## src/rtl/intr_sched_pkg.sv

```systemverilog
// Shared PDP-8/e major-state encodings, interrupt-scheduler IOT codes and FSM states.
package intr_sched_pkg;

  typedef enum logic [3:0] {
    F0, F1, F2, F3,
    D0, D1, D2, D3,
    E0, E1, E2, E3,
    H0, H1, H2, H3
  } major_state_t;

  localparam logic [5:0]  IOT_DEV = 6'o11;
  localparam logic [0:11] IOT_LMK = {3'o6, IOT_DEV, 3'o1};
  localparam logic [0:11] IOT_RMK = {3'o6, IOT_DEV, 3'o2};
  localparam logic [0:11] IOT_RPV = {3'o6, IOT_DEV, 3'o3};
  localparam logic [0:11] IOT_SPI = {3'o6, IOT_DEV, 3'o4};

  typedef enum logic [1:0] {
    SCH_IDLE,
    SCH_ARMED,
    SCH_ACK,
    SCH_RUN
  } sched_state_t;

endpackage

```

## src/rtl/intr_sched_if.sv

```systemverilog
// Device request/acknowledge lines plus the IOT data path of the interrupt scheduler.
interface intr_sched_if #(parameter int unsigned NDEV = 8);
  logic [NDEV-1:0] dev_irq;
  logic [NDEV-1:0] dev_ack;
  logic [0:11]     instruction;
  logic [0:11]     mdout;
  logic [0:11]     rac;
  logic [0:11]     me_bus;
  logic            mskip;

  modport master (output dev_irq, instruction, mdout, rac,
                  input  dev_ack, me_bus, mskip);
  modport slave  (input  dev_irq, instruction, mdout, rac,
                  output dev_ack, me_bus, mskip);
endinterface

```

## src/rtl/intr_sched_prio_enc8.sv

```systemverilog
// Lowest-index-wins priority encoder over eight request bits.
module prio_enc8 (
  input  logic [7:0] req,
  output logic [2:0] vec,
  output logic       any
);
  logic found;

  always_comb begin
    vec   = '0;
    found = 1'b0;
    for (int unsigned i = 0; i < 8; i++) begin
      if (req[i] && !found) begin
        vec   = 3'(i);
        found = 1'b1;
      end
    end
    any = |req;
  end
endmodule

```

## src/rtl/intr_sched.sv

```systemverilog
// PDP-8/e interrupt scheduler: request sync/mask, interrupt-cycle FSM, device-11 IOTs.
module intr_sched
  import intr_sched_pkg::*;
#(
  parameter int unsigned NDEV = 8
) (
  input  logic          clk,
  input  logic          reset,
  input  logic          clear,
  input  logic [3:0]    state,
  input  logic          instr_done,
  input  logic          int_ena,
  input  logic          int_inh,
  intr_sched_if.slave   bus,
  output logic          irq,
  output logic          int_in_prog
);

  logic [NDEV-1:0] sync1, sync2, pend;
  logic [7:0]      mask, pend8, ack8;
  logic [2:0]      vec, gvec;
  logic            any, gvalid;
  sched_state_t    sch, sch_nxt;

  assign pend = sync2 & mask[NDEV-1:0];

  always_comb begin
    pend8            = '0;
    pend8[NDEV-1:0]  = pend;
  end

  prio_enc8 u_prio (
    .req (pend8),
    .vec (vec),
    .any (any)
  );

  always_comb begin
    sch_nxt = sch;
    unique case (sch)
      SCH_IDLE:  if (instr_done && int_ena && !int_inh && irq) sch_nxt = SCH_ARMED;
      SCH_ARMED: if (state == E0) sch_nxt = SCH_ACK;
      SCH_ACK:   sch_nxt = SCH_RUN;
      SCH_RUN:   if (state == E3) sch_nxt = SCH_IDLE;
      default:   sch_nxt = SCH_IDLE;
    endcase
  end

  // Outputs decode straight from the state register, so they are glitch-free
  // and ACK lasts exactly one clock.
  always_comb begin
    int_in_prog = (sch != SCH_IDLE);
    ack8        = (sch == SCH_ACK && gvalid) ? (8'h01 << gvec) : '0;
    bus.dev_ack = ack8[NDEV-1:0];
  end

  always_ff @(posedge clk or negedge reset) begin
    if (!reset) begin
      sch    <= SCH_IDLE;
      gvec   <= '0;
      gvalid <= 1'b0;
    end else if (clear) begin
      sch    <= SCH_IDLE;
      gvalid <= 1'b0;
    end else begin
      sch <= sch_nxt;
      if (sch == SCH_IDLE && sch_nxt == SCH_ARMED) begin
        gvec   <= vec;
        gvalid <= any;
      end
    end
  end

  always_ff @(posedge clk or negedge reset) begin
    if (!reset) begin
      sync1      <= '0;
      sync2      <= '0;
      irq        <= 1'b0;
      mask       <= '1;
      bus.mskip  <= 1'b0;
      bus.me_bus <= '0;
    end else if (clear) begin
      sync1     <= '0;
      sync2     <= '0;
      irq       <= 1'b0;
      mask      <= '1;
      bus.mskip <= 1'b0;
    end else begin
      sync1 <= bus.dev_irq;
      sync2 <= sync1;
      irq   <= |pend;
      if (state == F1 && bus.mdout == IOT_SPI && irq) bus.mskip <= 1'b1;
      if (state == F3) bus.mskip <= 1'b0;
      if (state == F3 && bus.instruction == IOT_LMK) mask <= bus.rac[4:11];
      if (state == F2 && bus.instruction == IOT_RMK) bus.me_bus <= {4'o0, mask};
      if (state == F2 && bus.instruction == IOT_RPV) bus.me_bus <= bus.rac | {9'o0, vec};
    end
  end

endmodule

```

## src/flat_wrapper.sv

```systemverilog
// flat-port wrapper written by rule: the top's interface ports become plain ports
module intr_sched_flat import intr_sched_pkg::*;
#(
  parameter int unsigned NDEV = 8
)
  (clk, reset, clear, state, instr_done, int_ena, int_inh, irq, int_in_prog, bus_dev_irq, bus_instruction, bus_mdout, bus_rac, bus_dev_ack, bus_me_bus, bus_mskip);
  intr_sched_if #(.NDEV(NDEV)) bus_i ();
  input  logic clk;
  input  logic reset;
  input  logic clear;
  input  logic [3:0] state;
  input  logic instr_done;
  input  logic int_ena;
  input  logic int_inh;
  output logic irq;
  output logic int_in_prog;
  input wire logic [$bits(bus_i.dev_irq)-1:0] bus_dev_irq;
  input wire logic [$bits(bus_i.instruction)-1:0] bus_instruction;
  input wire logic [$bits(bus_i.mdout)-1:0] bus_mdout;
  input wire logic [$bits(bus_i.rac)-1:0] bus_rac;
  output wire logic [$bits(bus_i.dev_ack)-1:0] bus_dev_ack;
  output wire logic [$bits(bus_i.me_bus)-1:0] bus_me_bus;
  output wire logic [$bits(bus_i.mskip)-1:0] bus_mskip;
  assign bus_i.dev_irq = bus_dev_irq;
  assign bus_i.instruction = bus_instruction;
  assign bus_i.mdout = bus_mdout;
  assign bus_i.rac = bus_rac;
  assign bus_dev_ack = bus_i.dev_ack;
  assign bus_me_bus = bus_i.me_bus;
  assign bus_mskip = bus_i.mskip;
  intr_sched #(.NDEV(NDEV)) u_core (.clk(clk), .reset(reset), .clear(clear), .state(state), .instr_done(instr_done), .int_ena(int_ena), .int_inh(int_inh), .bus(bus_i), .irq(irq), .int_in_prog(int_in_prog));
endmodule
```

## config.mk

```make
export PLATFORM = sky130hd
export DESIGN_NAME = intr_sched_flat
export DESIGN_NICKNAME = d
export VERILOG_FILES = /design/src/rtl/intr_sched_pkg.sv /design/src/rtl/intr_sched_if.sv /design/src/rtl/intr_sched_prio_enc8.sv /design/src/rtl/intr_sched.sv /design/src/flat_wrapper.sv
export SDC_FILE = /design/constraint.sdc
export NUM_CORES = 1
export LEC_CHECK = 0
export ABC_AREA = 1
export BUFFER_PORTS_ARGS = -buffer_cell sky130_fd_sc_hd__buf_4
export CAP_MARGIN = 20
export CORE_UTILIZATION = 45
export CTS_CLUSTER_SIZE = 14
export DETAILED_ROUTE_END_ITERATION = 8
export PLACE_DENSITY = 0.76
export SETUP_SLACK_MARGIN = 0.1
export SYNTH_ARGS = -nofsm -noshare
export SYNTH_HDL_FRONTEND = slang
export SYNTH_SLANG_ARGS = --single-unit
```

## constraint.sdc

```tcl
create_clock -name clk -period 1.2 [get_ports clk]
set_clock_uncertainty 0.1 [all_clocks]
set_input_delay 0.06 -clock clk [delete_from_list [all_inputs] [get_ports clk]]
set_output_delay 0.06 -clock clk [all_outputs]
set_load 0.005 [all_outputs]
```

Word-level counts from Yosys, hierarchy flattened

Cells that the tools add are included.

Input bits: 54
Output and inout bits: 23
Bits in registers: 44
Logic and storage cells: 92

Eq/ne operators: 13
Shifts and indexed selects: 1
Reductions and logical operators: 34
Bitwise logic cells: 3
Multiplexer cells: 32

Operators with widths:

| operator             | count |
|---|---|
| $eq 12x12->1 const B | 4 |
| $mux 8               | 5 |
| $mux 12              | 2 |
| $mux 3               | 6 |
| $logic_and 1x1->1    | 17 |
| $mux 1               | 14 |
| $or 12x3->12         | 1 |
| $and 8x8->8          | 1 |
| $eq 4x2->1 const B   | 2 |
| $eq 4x4->1 const B   | 2 |
| $logic_not 1->1      | 8 |
| $mux 2               | 4 |
| $pmux 2 s4           | 1 |
| $reduce_bool 2->1    | 4 |
| $reduce_or 8->1      | 1 |
| $shl 1x3->8 const A  | 1 |
| $eq 2x1->1 const B   | 2 |
| $eq 2x2->1 const B   | 2 |
| $eq 4x1->1 const B   | 1 |
| $reduce_and 2->1     | 2 |
| $reduce_bool 3->1    | 1 |
| $logic_not 2->1      | 1 |
| $not 1->1            | 1 |

Depth between registers and ports, before layout

Gate-level depths: netlist of run 1.

Depth after elaboration: 25
Mapped depth: 9
Mapped depth without buffers: 9

Modules after synthesis

A second synthesis of run 1 with hierarchy kept.

Cells, all modules: 293
Area, all modules: 2224.6 µm²

By module, submodules not included:

| module     | cells each | instances | area an instance (µm²) |
|---|---|---|---|
| intr_sched | 271        | 1         | 2117.0 |
| prio_enc8  | 22         | 1         | 107.6 |

Worst setup path before layout of run 1

No wires, ideal clock.

Path kind: flip-flop to flip-flop
Start point: register u_core.mask[1]
End point: register u_core.bus.me_bus[11]
Required time: 0.984 ns
Buffers on the path: 0
Cell stages (with the launch flop): 10
Slack: -0.076 ns
Arrival: 1.060 ns
Path through: dfstp_2 > nand2_1 > nand2_1 > nor2_1 > nand3_1 > nand2_1 > nor2_1 > nand2_1 > nand2_1 > nand2_1

Word-level cells in the longest chain between the ends: 23

Ends and longest elaborated chain:

| element                | line                       | source |
|---|---|---|
| from (decl)            | intr_sched.sv:20           | `logic [7:0] mask, pend8, ack8;` |
| from (signal assigned) | intr_sched.sv:94           | `if (state == F3 && bus.instruction == IOT_LMK) mask <= bus.rac[4:11];` |
| $and 8x8->8 *          | intr_sched.sv:25           | `assign pend = sync2 & mask[NDEV-1:0];` |
| $logic_and 1x1->1 *    | intr_sched_prio_enc8.sv:13 | `if (req[i] && !found) begin` |
| $mux 1                 | intr_sched_prio_enc8.sv:13 |  |
| $logic_not 1->1        | intr_sched_prio_enc8.sv:13 |  |
| $logic_and 1x1->1      | intr_sched_prio_enc8.sv:13 |  |
| $mux 1                 | intr_sched_prio_enc8.sv:13 |  |
| $logic_not 1->1        | intr_sched_prio_enc8.sv:13 |  |
| $logic_and 1x1->1      | intr_sched_prio_enc8.sv:13 |  |
| (+7 left out)          | --                         |  |
| $logic_not 1->1        | intr_sched_prio_enc8.sv:13 |  |
| $logic_and 1x1->1      | intr_sched_prio_enc8.sv:13 |  |
| $mux 1                 | intr_sched_prio_enc8.sv:13 |  |
| $logic_not 1->1        | intr_sched_prio_enc8.sv:13 |  |
| $logic_and 1x1->1      | intr_sched_prio_enc8.sv:13 |  |
| $mux 3 *               | intr_sched_prio_enc8.sv:13 |  |
| $or 12x3->12 *         | intr_sched.sv:96           | `if (state == F2 && bus.instruction == IOT_RPV) bus.me_bus <= bus.rac \| {9'o0, vec};` |
| $mux 12 *              | intr_sched.sv:96           |  |
| to (signal assigned)   | intr_sched.sv:95           | `if (state == F2 && bus.instruction == IOT_RMK) bus.me_bus <= {4'o0, mask};` |
| to (signal assigned)   | intr_sched.sv:96           |  |
| to (decl)              | intr_sched_if.sv:14        | `output dev_ack, me_bus, mskip);` |

Every way passes the cells marked *; elsewhere a longest branch is shown, timed or not.
A chain may end at the register's enable or synchronous reset.

Worst setup path after layout of run 1

Start point: register u_core.sch[1]
End point: output port int_in_prog

Word-level cells in the longest chain between the ends: 1

Ends and longest elaborated chain:

| element                | line               | source |
|---|---|---|
| from (decl)            | intr_sched.sv:23   | `sched_state_t sch, sch_nxt;` |
| from (signal assigned) | intr_sched.sv:66   | `sch <= sch_nxt;` |
| $reduce_bool 2->1      | intr_sched.sv:52   | `int_in_prog = (sch != SCH_IDLE);` |
| to (decl)              | flat_wrapper.sv:16 | `output logic int_in_prog;` |

Every way passes these cells.

==> metrics.md, run 1 <==
| Metric | Value |
|---|---|
| Port bufs | between 70 and 80 |
| Max incr delay on CP | 0.41 ns |
| Hold Crit Endpoint | u_core.bus.mskip |
| Flop pwr share | 0.499 |
| I/O pin total | 77 |
| Gr ovfl total | 0 |
| Worst Path Required | 1.04 ns |
| Gate Count Post-Synth | roughly 300 |
| Crit path top cell by count | buf_4 |
| Leak | 0.00183 uW |
| Hold Path Origin | state[0] |
| Avg Cell Area, Syn | between 7 and 8 um2 |
| CTS Sinks | 44 |
| Worst hold path depth | 4 |
| Share of cells above drive strength 1 | 0.396 |
| Comb pwr share | 0.203 |
| Area Overhead vs Synth | 53.3% |
| Failing checks | negative setup slack |
| P_sw | 960 uW |
| Diode count | 0 |
| RePlAce Congestion | approximately 0.85 |
| Clk buf depth | 2 |
| Final setup violation count | 18 |
| Pin count of the biggest net entering global routing | between 40 and 50 |
| First-pass GRT wire length | 9350 um |
| Vias in the first global route | 2264 |
| Slew headroom | 0.641 |
| Clock period minus worst slack | 1.42 ns |
| Fill count | 391 |
| Max_cap viols | 0 |
| Commonest non-fill, non-tap cells in the layout | buf_4, nand2_1, inv_1 |
| Die Span Y | 72.7 um |
| WHS | 0.0200 ns |
| Clock Latency Late Sink | ~0.30 ns |
| Clock transition at the registers of the reported paths | 0.09 ns |
| Hold WC Path Type | input port to flop |
| Htree depth | 2 |
| Multi-input gate area | 1040 um2 |
| Worst path buffer plus inverter count | 3 |
| Root Buffer | clkbuf_8 |
| TritonCTS Buffers | 5 |
| RSZ-0062 raised after global routing | true |
| Reg2Reg Depth | 9 |
| Power Internal | 2340 uW |
| Post-DRT Antenna Nets | 0 |
| PwrDens | 957 nW/um2 |
| Starting Density | 0.473 |
| CP arrival | 1.26 ns |
| Outcome | complete, but fails checks |
| Post-synthesis cell type count | 27 |
| R2R setup slack | -0.18 ns |
| Slew Limit Fails | 0 |
| Routed via count | roughly 2300 |
| Peak VDD IR | 0.938 mV |
| Launching element type of the critical path | flop |
| Syn nets | 350 |
| Std-Cell Core Area | 4750 um2 |
| Most common cell after layout, fill and taps aside | buf_4 |
| Slew @ Worst Pin | 0.539 ns |
| Final setup margin | -0.225 ns |
| FF+latch count, synth | between 40 and 50 |
| Die Width | between 70 and 80 um |
| Slowest stage cell, crit path | dfrtp_1 |
| Nets@finish | 465 |
| Worst setup EP type | output pin |
| Gr usage total | 0.227 |
| Worst-path fanout max | 4 |
| Mapped cell area | 2250 um2 |
| CP delay by family, top | flip-flops |
| Starting DRC count in detailed routing | between 70 and 80 |
| TritonRoute pass-1 iters | 4 |
| Ys Warns | 0 |
| Total wire length | approximately 5800 um |
| Count of final hold-check violations | 0 |
| Sw frac | 0.291 |
| CP Class | flop to output pin |
| CTS tree | done |
| Hpwl dp | 3830 um |
| Cell count after placement | 445 |
| Worst slack, placed | -0.163 ns |
| Rows | 25 |
| Die ar. | 5280 um2 |
| Crit-path cells | buf_4 -> nor2_2 -> inv_2 -> buf_4 |
| DR vias/cell | around 4.8 |
| Post-synthesis sequential area ratio | 0.494 |
| Clock share of power | 0.299 |
| Initial antenna violation count | 0 |
| Final Non-Filler Cells | 479 |
| Max Clk Rate | 702 MHz |
| Routed WL per cell | 12.0 um |
| FF-to-FF Start | u_core.mask[2] |
| Reg2reg end | u_core.bus.me_bus[11] |
| DRC Markers | 0 |
| Flip-flop and latch area | 1110 um2 |
| Final period utilization | 1.19 |
[synth_stat cells]
master | n | area (um2)
dfrtp_1 | 36 | 901
nor2_4 | 1 | 11.3
nand3_2 | 3 | 30.0
inv_1 | 45 | 169
nand3_1 | 17 | 85.1
buf_12 | 1 | 20.0
buf_4 | 1 | 7.51
inv_2 | 6 | 22.5
o211ai_1 | 1 | 7.51
nand4_1 | 7 | 43.8
o21ai_2 | 4 | 35.0
nor2_2 | 3 | 18.8
buf_2 | 2 | 10.0
nor2_1 | 46 | 173
nand2_2 | 1 | 6.26
buf_6 | 1 | 11.3
nand3b_1 | 1 | 7.51
nor3_1 | 2 | 10.0
o21ai_0 | 1 | 5.00
dfstp_2 | 8 | 210
nor3_4 | 1 | 16.3
nand2_4 | 1 | 11.3
a21oi_1 | 4 | 20.0
nor3_2 | 1 | 10.0
nand2_1 | 83 | 312
o21ai_1 | 18 | 90.1
buf_1 | 1 | 3.75
[timing repair]
| item | CTS | global route |
|---|---|---|
| pin swaps | 12 | 15 |
| gates cloned | 0 | 0 |
| setup endpoints to repair | 19 | 22 |
| resized for setup | 15 | 30 |
| hold endpoints to repair | 63 | 0 |
| buffers inserted | 3 | 0 |
| hold buffers | 23 | 0 |
[worst max path at each step]
stage                               from                     to  cells past startpoint
after detailed placement  u_core.mask[0]  u_core.bus.me_bus[11]                      9
after CTS                  u_core.sch[0]         bus_dev_ack[5]                      4
final                      u_core.sch[1]            int_in_prog                      4
after global placement    u_core.mask[2]  u_core.bus.me_bus[11]                      9
after floorplan           u_core.mask[2]  u_core.bus.me_bus[11]                      9
after global routing       u_core.sch[1]         u_core.gvec[1]                      8
[metal layers]
layer / wire (um) / up-vias / track usage
li1: - / 1138 / -
met1: 2270 / 1066 / 0.255
met2: 3030 / 81 / 0.433
met3: 342 / 14 / 0.0525
met4: 125 / 0 / 0.0545
met5: 0 / - / 0
[flip-flops by register name, indices dropped and copies added (netlist names)]
name	cells
u_core.sch	2
u_core.bus.mskip	1
u_core.sync1	8
u_core.gvalid	1
u_core.mask	8
u_core.gvec	3
u_core.irq	1
u_core.bus.me_bus	12
u_core.sync2	8
[final cells by class]
type / count / share of cell area
Sequential cell: 44 / 0.322
Multi-Input combinational cell: 195 / 0.302
Timing Repair Buffer: 114 / 0.268
Inverter: 51 / 0.0556
Tap cell: 67 / 0.0243
Clock buffer: 5 / 0.0200
Clock inverter: 3 / 0.00763
[worst register-to-register path: cells and delay by family (launching register included)]
kind | cells | cell delay, ns
and+or+nand+nor | 9 | 0.60
DFF | 1 | 0.58
[per-stage QoR]
step / power (uW) / instance area (um2) / utilization / setup TNS [ns]
6_report: 3300 / 3450 / 0.725 / -2.64
5_1_grt: 3470 / 3450 / 0.725 / -4.10
4_1_cts: 3250 / 3340 / 0.703 / -2.23
3_5_place_dp: 2180 / 2940 / 0.619 / -1.44
3_3_place_gp: 2160 / 2940 / 0.619 / -0.845
2_1_floorplan: 1900 / 2250 / - / -0.129
[power groups by stage]
stage | combinational, uW | clock (uW) | sequential (uW)
2_1_floorplan | 254 | 0 | 1650
3_3_place_gp | 502 | 0 | 1660
3_5_place_dp | 515 | 0 | 1660
4_1_cts | 615 | 1000 | 1630
5_1_grt | 745 | 1070 | 1660
6_report | 668 | 985 | 1650
[cell families after synthesis]
kind of cell	synth area share
flip-flops	0.494
AND/OR/NAND/NOR	0.327
AO/OA/AOI/OAI	0.0702
buffers and inverters	0.109
Power figures use the tool's default switching activity.
==> run 2, diff against run 1 <==
==> constraint.sdc (replaced) <==
create_clock -name clk -period 1.2 [get_ports clk]
set_clock_uncertainty 0.1 [all_clocks]
set_input_delay 0.18 -clock clk [delete_from_list [all_inputs] [get_ports clk]]
set_output_delay 0.18 -clock clk [all_outputs]
set_load 0.005 [all_outputs]
==> run 2 against run 1 <==
Sequential power about the same. Die area unchanged. Worst hold slack worse by 0.0016 ns. Total power up 6.3%. Sequential share of layout area down 1.3 points. The run still ends with negative setup slack left. Critical path depth up 1. Via count up 2.4%. Fmax down 5.1%. Utilization up 3.0 points. Cell count up 1.0%. Critical path type unchanged. Global-route usage down 2.4 points.
==> metrics.md, run 2 (same netlist as run 1, synthesis figures left out) <==
| Metric | Value |
|---|---|
| Outcome | complete, but fails checks |
| Failing checks | negative setup slack |
| Max Clk Rate | between 600 and 700 MHz |
| Vias in the first global route | 2049 |
| Clock Latency Late Sink | around 0.30 ns |
| Crit path top cell by count | nand2_1 |
| CTS Sinks | 44 |
| Most common cell after layout, fill and taps aside | buf_4 |
| Cell count after placement | 450 |
| Die Span Y | about 73 um |
| Biggest register | u_core.bus.me_bus |
| DRC Markers | 0 |
| Max incr delay on CP | ~0.4 ns |
| Largest register FFs | 12 |
| Root Buffer | clkbuf_8 |
| Area Overhead vs Synth | 59.7% |
| CP Class | flop to output pin |
| TritonRoute pass-1 iters | 4 |
| Worst-path fanout max | 4 |
| Gr ovfl total | 0 |
| Final Instance Area | 3590 um2 |
| Slew @ Worst Pin | 0.546 ns |
| Total power draw | 3500 uW |
| CP arrival | 1.22 ns |
| Worst Path Required | 0.92 ns |
| Slew Limit Fails | 0 |
| Port bufs | 76 |
| Clock period minus worst slack | 1.50 ns |
| Std-Cell Core Area | about 4800 um2 |
| Peak VDD IR | 0.971 mV |
| Commonest non-fill, non-tap cells in the layout | buf_4, nand2_1, inv_1 |
| Share of cells above drive strength 1 | 0.448 |
| Leak | 0.00193 uW |
| Initial antenna violation count | 0 |
| Fill count | 346 |
| WHS | around 0.018 ns |
| Die Width | 72.7 um |
| Slowest stage cell, crit path | dfrtp_1 |
| Die ar. | 5280 um2 |
| Final setup margin | -0.302 ns |
| RSZ-0062 raised after global routing | true |
| Total wire length | 5900 um |
| Pin count of the biggest net entering global routing | 45 |
| RePlAce Congestion | 0.831 |
| Final period utilization | 1.25 |
| Final setup violation count | 18 |
| Gr usage total | 0.203 |
| Rows | 25 |
| First-pass GRT wire length | 8290 um |
| Starting DRC count in detailed routing | roughly 110 |
| Post-DRT Antenna Nets | 0 |
| Starting Density | 0.473 |
| Flip-flop and latch area | 1110 um2 |
| Launching element type of the critical path | flop |
| Multi-input gate area | around 1100 um2 |
| Clock transition at the registers of the reported paths | approximately 0.09 ns |
| Routed via count | 2354 |
| Hold WC Path Type | input port to flop |
| I/O pin total | 77 |
| Worst setup EP type | output pin |
| Placed inst area | just under 3000 um2 |
| Nets@finish | between 400 and 500 |
| Slew headroom | 0.636 |
| Max_cap viols | 0 |
| Hpwl dp | 3770 um |
| Diode count | 0 |
| Count of final hold-check violations | 0 |
| Routed WL per cell | 12.2 um |
| CTS tree | done |
| DR vias/cell | between 4 and 5 |
| Htree depth | 2 |
| Clk buf depth | 2 |
| Final Non-Filler Cells | between 400 and 500 |
| PwrDens | a little under 1000 nW/um2 |
| Crit-path cells | nand2_1 -> nor2_2 -> nand2_1 -> nor2_1 -> buf_4 |
| Util after Layout | 0.755 |
| TritonCTS Buffers | 5 |
run 2: cell types whose count changed in the layout (fill, tap and decap cells not counted), moves of 2 or more:
cell,previous run,this run
buf_6,3,17
dlygate4sd3_1,23,11
nand2_1,68,64
nand2_2,13,17
inv_6,2,0
nand3_1,12,10
nand3_2,7,9
o21ai_1,16,14
o21ai_2,6,8
run 2: power by group:
part	internal, uW	total [uW]	switching [uW]	leakage [uW]
clock network	681	1200	523	0.0000614
logic	319	660	341	0.00130
registers	1580	1640	59.2	0.000571
run 2: timing repair:
item	4_1_cts	5_1_grt
buffers inserted	4	10
hold endpoints to repair	46	0
gates cloned	0	1
hold buffers	11	0
endpoints found under the setup margin	28	50
pin swaps	12	19
resized for setup	23	45
run 2: worst paths after layout:
check,from,endpoint,slack [ns],cells past startpoint
max,u_core.sch[1],bus_dev_ack[6],-0.30,5
min,bus_rac[4],u_core.mask[4],0.02,3
max reg2reg,u_core.mask[2],u_core.gvec[0],-0.14,9
min reg2reg,u_core.sync1[1],u_core.sync2[1],0.36,2
max in group asynchronous,reset,u_core.mask[7],0.30,2
min in group asynchronous,reset,u_core.sch[1],0.32,2
run 2: stage by stage:
stage | TNS (ns) | setup WS (ns)
final | -3.28 | -0.302
after global routing | -4.56 | -0.353
after CTS | -3.36 | -0.366
after detailed placement | -3.65 | -0.205
after global placement | -2.89 | -0.160
after floorplan | -0.129 | -0.0688
run 2: metal layers:
| metal | vias to the layer above | track usage | wire length, um |
|---|---|---|---|
| met5 | - | 0 | 0 |
| met4 | 0 | 0.0479 | 128 |
| met3 | 16 | 0.0511 | 414 |
| met2 | 93 | 0.370 | 3010 |
| met1 | 1088 | 0.240 | 2350 |
| li1 | 1157 | - | - |
run 2: final cells by class:
type,count,share of cell area
Clock buffer,6,0.0230
Timing Repair Buffer,118,0.276
Clock inverter,2,0.0108
Multi-Input combinational cell,196,0.304
Tap cell,67,0.0234
Inverter,51,0.0533
Sequential cell,44,0.310
run 2: critical path: cells and delay by family (launching register included):
kind / cells / cell delay (ns)
flip-flops: 1 / 0.40
AND/OR/NAND/NOR: 4 / 0.41
buffers and inverters: 1 / 0.12
